--- src/rtl/muldiv_pkg.sv ---
// Shared definitions for the sequential multiply/divide unit.
// Provides the datapath width, the opcodes understood by the external
// shared ALU, and the FSM state encoding.
package muldiv_pkg;

  localparam int WIDTH = 16;

  // Opcodes presented on alu_ctrl to the external shared ALU.
  localparam logic [2:0] ALU_ADD = 3'b000;
  localparam logic [2:0] ALU_SUB = 3'b001;
  localparam logic [2:0] ALU_SLT = 3'b111;  // unsigned set-less-than

  typedef enum logic [2:0] {
    S_IDLE     = 3'd0,
    S_MUL_STEP = 3'd1,
    S_DIV_CMP  = 3'd2,
    S_DIV_SUB  = 3'd3,
    S_DONE     = 3'd4
  } state_t;

endpackage

--- src/rtl/alu_muldiv_seq.sv ---
// Sequential 16-bit multiply / divide unit that borrows an external ALU.
// Multiply is shift-and-add (16 steps); divide is restoring division with
// one compare cycle and one subtract cycle per quotient bit (32 cycles).
//
// Build option: define MULDIV_DIV_EN to include the divider. Without it a
// divide request completes in one cycle with ill_op=1 and zero results, and
// div_by_zero is tied low.
//
// Ports:
//   clk, rst            clock, synchronous active-high reset
//   start, op_sel       request (0=mul, 1=div), accepted only when not busy
//   op_a, op_b          multiplicand/dividend, multiplier/divisor
//   alu_a, alu_b        operands driven to the shared ALU (0 when idle)
//   alu_ctrl            ALU opcode (ADD / SUB / SLT)
//   alu_result          combinational ALU result
//   busy, done          operation in progress, one-cycle completion pulse
//   result_lo/hi        product[15:0] or quotient / remainder (0 for mul)
//   div_by_zero, ill_op status flags, held with the results
//
// Handshake: start is sampled on a rising edge only while busy=0 (state
// IDLE or DONE); a start seen while busy=1 is dropped without effect.
// done is high for exactly the one cycle the FSM spends in DONE, and
// results/flags stay valid from then until the next accepted start.
module alu_muldiv_seq
  import muldiv_pkg::*;
(
  input  logic             clk,
  input  logic             rst,
  input  logic             start,
  input  logic             op_sel,
  input  logic [WIDTH-1:0] op_a,
  input  logic [WIDTH-1:0] op_b,
  output logic [WIDTH-1:0] alu_a,
  output logic [WIDTH-1:0] alu_b,
  output logic [2:0]       alu_ctrl,
  input  logic [WIDTH-1:0] alu_result,
  output logic             busy,
  output logic             done,
  output logic [WIDTH-1:0] result_lo,
  output logic [WIDTH-1:0] result_hi,
  output logic             div_by_zero,
  output logic             ill_op
);

  state_t           state, state_next, start_target;
  logic [WIDTH-1:0] acc, mcand, mplier;
  logic [4:0]       cnt;
  logic             accept;
  logic             last_step;

`ifdef MULDIV_DIV_EN
  logic [WIDTH-1:0] rem, quo, divisor;
  logic             lt;
  logic [WIDTH:0]   rem_s;
  // Shift the next dividend bit into the partial remainder.
  assign rem_s = {rem, quo[WIDTH-1]};
`endif

  assign accept    = start && (state == S_IDLE || state == S_DONE);
  assign last_step = (cnt == 5'd15);

  // Where an accepted start leads.
  always_comb begin
    start_target = S_MUL_STEP;
    if (op_sel) begin
`ifdef MULDIV_DIV_EN
      start_target = (op_b == '0) ? S_DONE : S_DIV_CMP;
`else
      start_target = S_DONE;
`endif
    end
  end

  always_ff @(posedge clk) begin
    if (rst) state <= S_IDLE;
    else     state <= state_next;
  end

  always_comb begin
    state_next = state;
    busy       = 1'b0;
    done       = 1'b0;
    alu_a      = '0;
    alu_b      = '0;
    alu_ctrl   = ALU_ADD;
    case (state)
      S_IDLE: begin
        if (start) state_next = start_target;
      end
      S_MUL_STEP: begin
        busy     = 1'b1;
        alu_a    = acc;
        alu_b    = mcand;
        alu_ctrl = ALU_ADD;
        if (last_step) state_next = S_DONE;
      end
`ifdef MULDIV_DIV_EN
      S_DIV_CMP: begin
        busy       = 1'b1;
        alu_a      = rem_s[WIDTH-1:0];
        alu_b      = divisor;
        alu_ctrl   = ALU_SLT;
        state_next = S_DIV_SUB;
      end
      S_DIV_SUB: begin
        busy       = 1'b1;
        alu_a      = rem;
        alu_b      = divisor;
        alu_ctrl   = ALU_SUB;
        state_next = last_step ? S_DONE : S_DIV_CMP;
      end
`endif
      S_DONE: begin
        done       = 1'b1;
        state_next = start ? start_target : S_IDLE;
      end
      default: state_next = S_IDLE;
    endcase
  end

  always_ff @(posedge clk) begin
    if (rst) begin
      acc       <= '0;
      mcand     <= '0;
      mplier    <= '0;
      cnt       <= '0;
      result_lo <= '0;
      result_hi <= '0;
      ill_op    <= 1'b0;
`ifdef MULDIV_DIV_EN
      rem         <= '0;
      quo         <= '0;
      divisor     <= '0;
      lt          <= 1'b0;
      div_by_zero <= 1'b0;
`endif
    end else if (accept) begin
      acc       <= '0;
      mcand     <= op_a;
      mplier    <= op_b;
      cnt       <= '0;
      result_lo <= '0;
      result_hi <= '0;
      ill_op    <= 1'b0;
`ifdef MULDIV_DIV_EN
      rem         <= '0;
      quo         <= op_a;
      divisor     <= op_b;
      lt          <= 1'b0;
      div_by_zero <= 1'b0;
      if (op_sel && op_b == '0) begin
        result_lo   <= '1;
        result_hi   <= op_a;
        div_by_zero <= 1'b1;
      end
`else
      ill_op <= op_sel;
`endif
    end else begin
      case (state)
        S_MUL_STEP: begin
          if (mplier[0]) acc <= alu_result;
          mcand  <= {mcand[WIDTH-2:0], 1'b0};
          mplier <= {1'b0, mplier[WIDTH-1:1]};
          cnt    <= cnt + 5'd1;
          if (last_step) result_lo <= mplier[0] ? alu_result : acc;
        end
`ifdef MULDIV_DIV_EN
        S_DIV_CMP: begin
          rem <= rem_s[WIDTH-1:0];
          quo <= {quo[WIDTH-2:0], 1'b0};
          // A carried-out bit 16 means the remainder already exceeds any divisor.
          lt  <= rem_s[WIDTH] ? 1'b0 : alu_result[0];
        end
        S_DIV_SUB: begin
          cnt <= cnt + 5'd1;
          if (!lt) begin
            rem    <= alu_result;
            quo[0] <= 1'b1;
          end
          if (last_step) begin
            result_lo <= {quo[WIDTH-1:1], ~lt};
            result_hi <= lt ? rem : alu_result;
          end
        end
`endif
        default: ;
      endcase
    end
  end

`ifndef MULDIV_DIV_EN
  assign div_by_zero = 1'b0;
`endif

endmodule

--- config.mk ---
export PLATFORM = sky130hd
export DESIGN_NAME = alu_muldiv_seq
export DESIGN_NICKNAME = d
export VERILOG_FILES = /design/src/rtl/muldiv_pkg.sv /design/src/rtl/alu_muldiv_seq.sv
export SDC_FILE = /design/constraint.sdc
export NUM_CORES = 1
export LEC_CHECK = 0
export BUFFER_PORTS_ARGS = -buffer_cell sky130_fd_sc_hd__buf_2
export CAP_MARGIN = 10
export CORE_MARGIN = 2
export CORE_UTILIZATION = 53
export CTS_CLUSTER_DIAMETER = 120
export DETAILED_ROUTE_END_ITERATION = 8
export PLACE_DENSITY = 0.85
export SYNTH_ARGS = -nofsm -noshare
export SYNTH_HDL_FRONTEND = slang
export SYNTH_SLANG_ARGS = --single-unit
--- constraint.sdc ---
create_clock -name clk -period 2.83 [get_ports clk]
set_input_delay 0.1415 -clock clk [delete_from_list [all_inputs] [get_ports clk]]
set_output_delay 0.1415 -clock clk [all_outputs]
set_load 0.005 [all_outputs]
==> results.sh <==
export IMPL_antenna_found_initial=0
export IMPL_yosysTopAreaCell="dfxtp_1"
export IMPL_syn_to_final_growth_pct=16.4
export IMPL_clkSlewWorstSetupHoldPaths_ns=0.08
export IMPL_htreeDepth=3
export IMPL_skew_ns=0.0144
export IMPL_async_flop_share_pct=0
export IMPL_clkLatencyLatePin_ns=0.33
export IMPL_viasPerCell=5.39
export IMPL_start_util_pct=53.9
export IMPL_layout_min_cycle_time_ns=2.18
export IMPL_max_slew_margin_pct=42.9
export IMPL_synth_area_sq_um=3360
export IMPL_ys_types=34
export IMPL_final_seq_area_sq_um=1440
export IMPL_fillers=545
export IMPL_fin_nets=524
export IMPL_arrival_ns=2.04
export IMPL_cts_tree="done"
export IMPL_yosysSeqAreaShare_pct=42.9
export IMPL_synth_edf_count=0
export IMPL_cts_resized=0
export IMPL_synth_top_area_share_pct=42.9
export IMPL_final_setup_viol_count=0
export IMPL_die_area_sq_um=7000
export IMPL_die_x_microns=83.6
export IMPL_cp_end_kind="output pin"
export IMPL_grtUsageTotal_pct=20.1
export IMPL_core_sq_um=6240
export IMPL_cp_top_family="buffers and inverters"
export IMPL_cts_made_buffers=9
export IMPL_dpl_hpwl_mm=4.69
export IMPL_cp_start_kind="register"
export IMPL_period_share_pct=77.1
export IMPL_max_stage_delay_ns=0.60
export IMPL_cts_root_buffer="clkbuf_8"
export IMPL_wl_mm=7.14
export IMPL_path_buf_inv=2
export IMPL_drive_gt1_share_pct=28.7
export IMPL_drv_slew=0
export IMPL_syn_mean_instance_area_sq_um=8.69
export IMPL_cts_path_max_buffers=2
export IMPL_cts_hold_buf=0
export IMPL_final_cells=551
export IMPL_power_density_nw_per_um2=541
export IMPL_p_leak_uw=0.00167
export IMPL_placed_cells=536
export IMPL_port_buffers=102
export IMPL_final_setup_tns_ns=0
export IMPL_tightestPinTransition_ns=0.853
export IMPL_gr_total_overflow=0
export IMPL_cts_sinks=72
export IMPL_ant_nets=0
export IMPL_dp_slack_ns=0.969
export IMPL_slowest_stage="clkinv_2"
export IMPL_multiInputGateArea_sq_um=1610
export IMPL_synth_flop_cell="dfxtp_1"
export IMPL_ys_ff_latch=72
export IMPL_path_class="reg -> out"
export IMPL_synth_cells=387
export IMPL_drt_drc_violations_left=0
export IMPL_grt_max_degree=69
export IMPL_status="complete, no violations"
export IMPL_dr_first_iter_drc_count=118
export IMPL_grt_pass1_vias=2636
export IMPL_final_cell_mix="102 x buf_2, 72 x dfxtp_1, 39 x nand2_1"
export IMPL_layout_commonest_cell="buf_2"
export IMPL_io_pins=123
export IMPL_post_cts_buffers=0
export IMPL_hold_path_class="in -> reg"
export IMPL_crit_chain="nand2b_1 -> clkinv_2 -> and2_1 -> buf_2"
export IMPL_dieHeight_microns=83.6
export IMPL_synthTopCellsByArea="dfxtp_1 43%, buf_4 6.5%, and2_1 6.0%"
export IMPL_grt_pass1_wl_mm=11.8
export IMPL_setup_ws_ns=0.648
export IMPL_irDropWorstVdd_mv=0.265
export IMPL_routabilityCongestion=0.772
export IMPL_avgRoutedWirePerCell_microns=13.0
export IMPL_yosys_warnings=0
export IMPL_firstDrtPassIters=4
export IMPL_fmax_ghz=0.458
export IMPL_vias=2970
export IMPL_n_antenna_cell=0
export IMPL_hold_viol_final=0
export IMPL_cp_required_ns=2.69
export IMPL_rows=29
export IMPL_path_max_fanout=68
export IMPL_cap_viol_max_count=0
export IMPL_rsz0062_at_grt="false"
-- area by class of cell --
class	count	share of cell area (%)
Tap cell	77	2.46
Sequential cell	72	36.8
Timing Repair Buffer	109	14.7
Multi-Input combinational cell	276	41.1
Clock buffer	9	3.16
Inverter	2	0.224
Clock inverter	6	1.57
-- cell families after synthesis --
group                    synth area share (%)
buffers and inverters                    11.5
adder cells (fa/ha/maj)                 0.744
AND/OR/NAND/NOR                          21.9
AO/OA/AOI/OAI                            17.3
flip-flops                               42.9
XOR/XNOR                                0.521
multiplexers                             5.06
other                                   0.112
-- where the power goes --
part,total [uW],internal [uW],switching (uW)
Sequential,1090,1060,28.1
Clock,775,399,376
Combinational,258,107,151
-- registers in the layout, summed over array words and instances, names as in the netlist --
| name | flops |
|---|---|
| acc | 16 |
| mcand | 16 |
| mplier | 16 |
| result_lo | 16 |
| cnt | 5 |
| state | 2 |
| ill_op | 1 |
-- layer usage --
metal	GRT usage [%]	part of all wire (%)	vias to the layer above
li1	-	-	1472
met4	6.30	0.76	0
met1	25.2	44	1383
met2	34.0	47	108
met5	0	0	-
met3	4.75	8.0	7
-- metrics by stage --
stage                     total power, uW  area [sq um]  utilization (%)  hold slack [ns]
after global placement               1360          3730             59.8            0.388
final                                2120          3920             62.7           0.0446
after floorplan                      1320          3430                -            0.275
after CTS                            2140          3920             62.7           0.0340
after global routing                 2220          3920             62.7           0.0510
after detailed placement             1370          3730             59.8            0.397
-- worst reg2reg max path: stages, from the launching register on --
cell      delay [ns]
dfxtp_1         0.38
nand2b_1        0.17
clkinv_2        0.60
nor3_1          0.47
nor3_1          0.08
-- Yosys cell counts, drive strengths merged (2+ instances only) --
| cell type | instances |
|---|---|
| mux2i | 17 |
| a21oi | 36 |
| nand2 | 39 |
| nand3 | 17 |
| o22ai | 14 |
| and3b | 2 |
| a211oi | 17 |
| and2 | 32 |
| nor3 | 29 |
| buf | 49 |
| nand3b | 2 |
| clkbuf | 7 |
| a22oi | 15 |
| dfxtp | 72 |
| nand2b | 3 |
| nor2 | 22 |
| ha | 2 |
-- final timing paths --
check | start | endpoint | slack [ns] | cells past startpoint
hold reg to reg | ill_op | ill_op | 0.46 | 2
setup reg to reg | state[2] | mplier[12] | 1.02 | 4
setup / recovery | state[2] | alu_b[15] | 0.65 | 4
hold / removal | op_a[0] | mcand[0] | 0.04 | 3
Power figures use the tool's default switching activity.
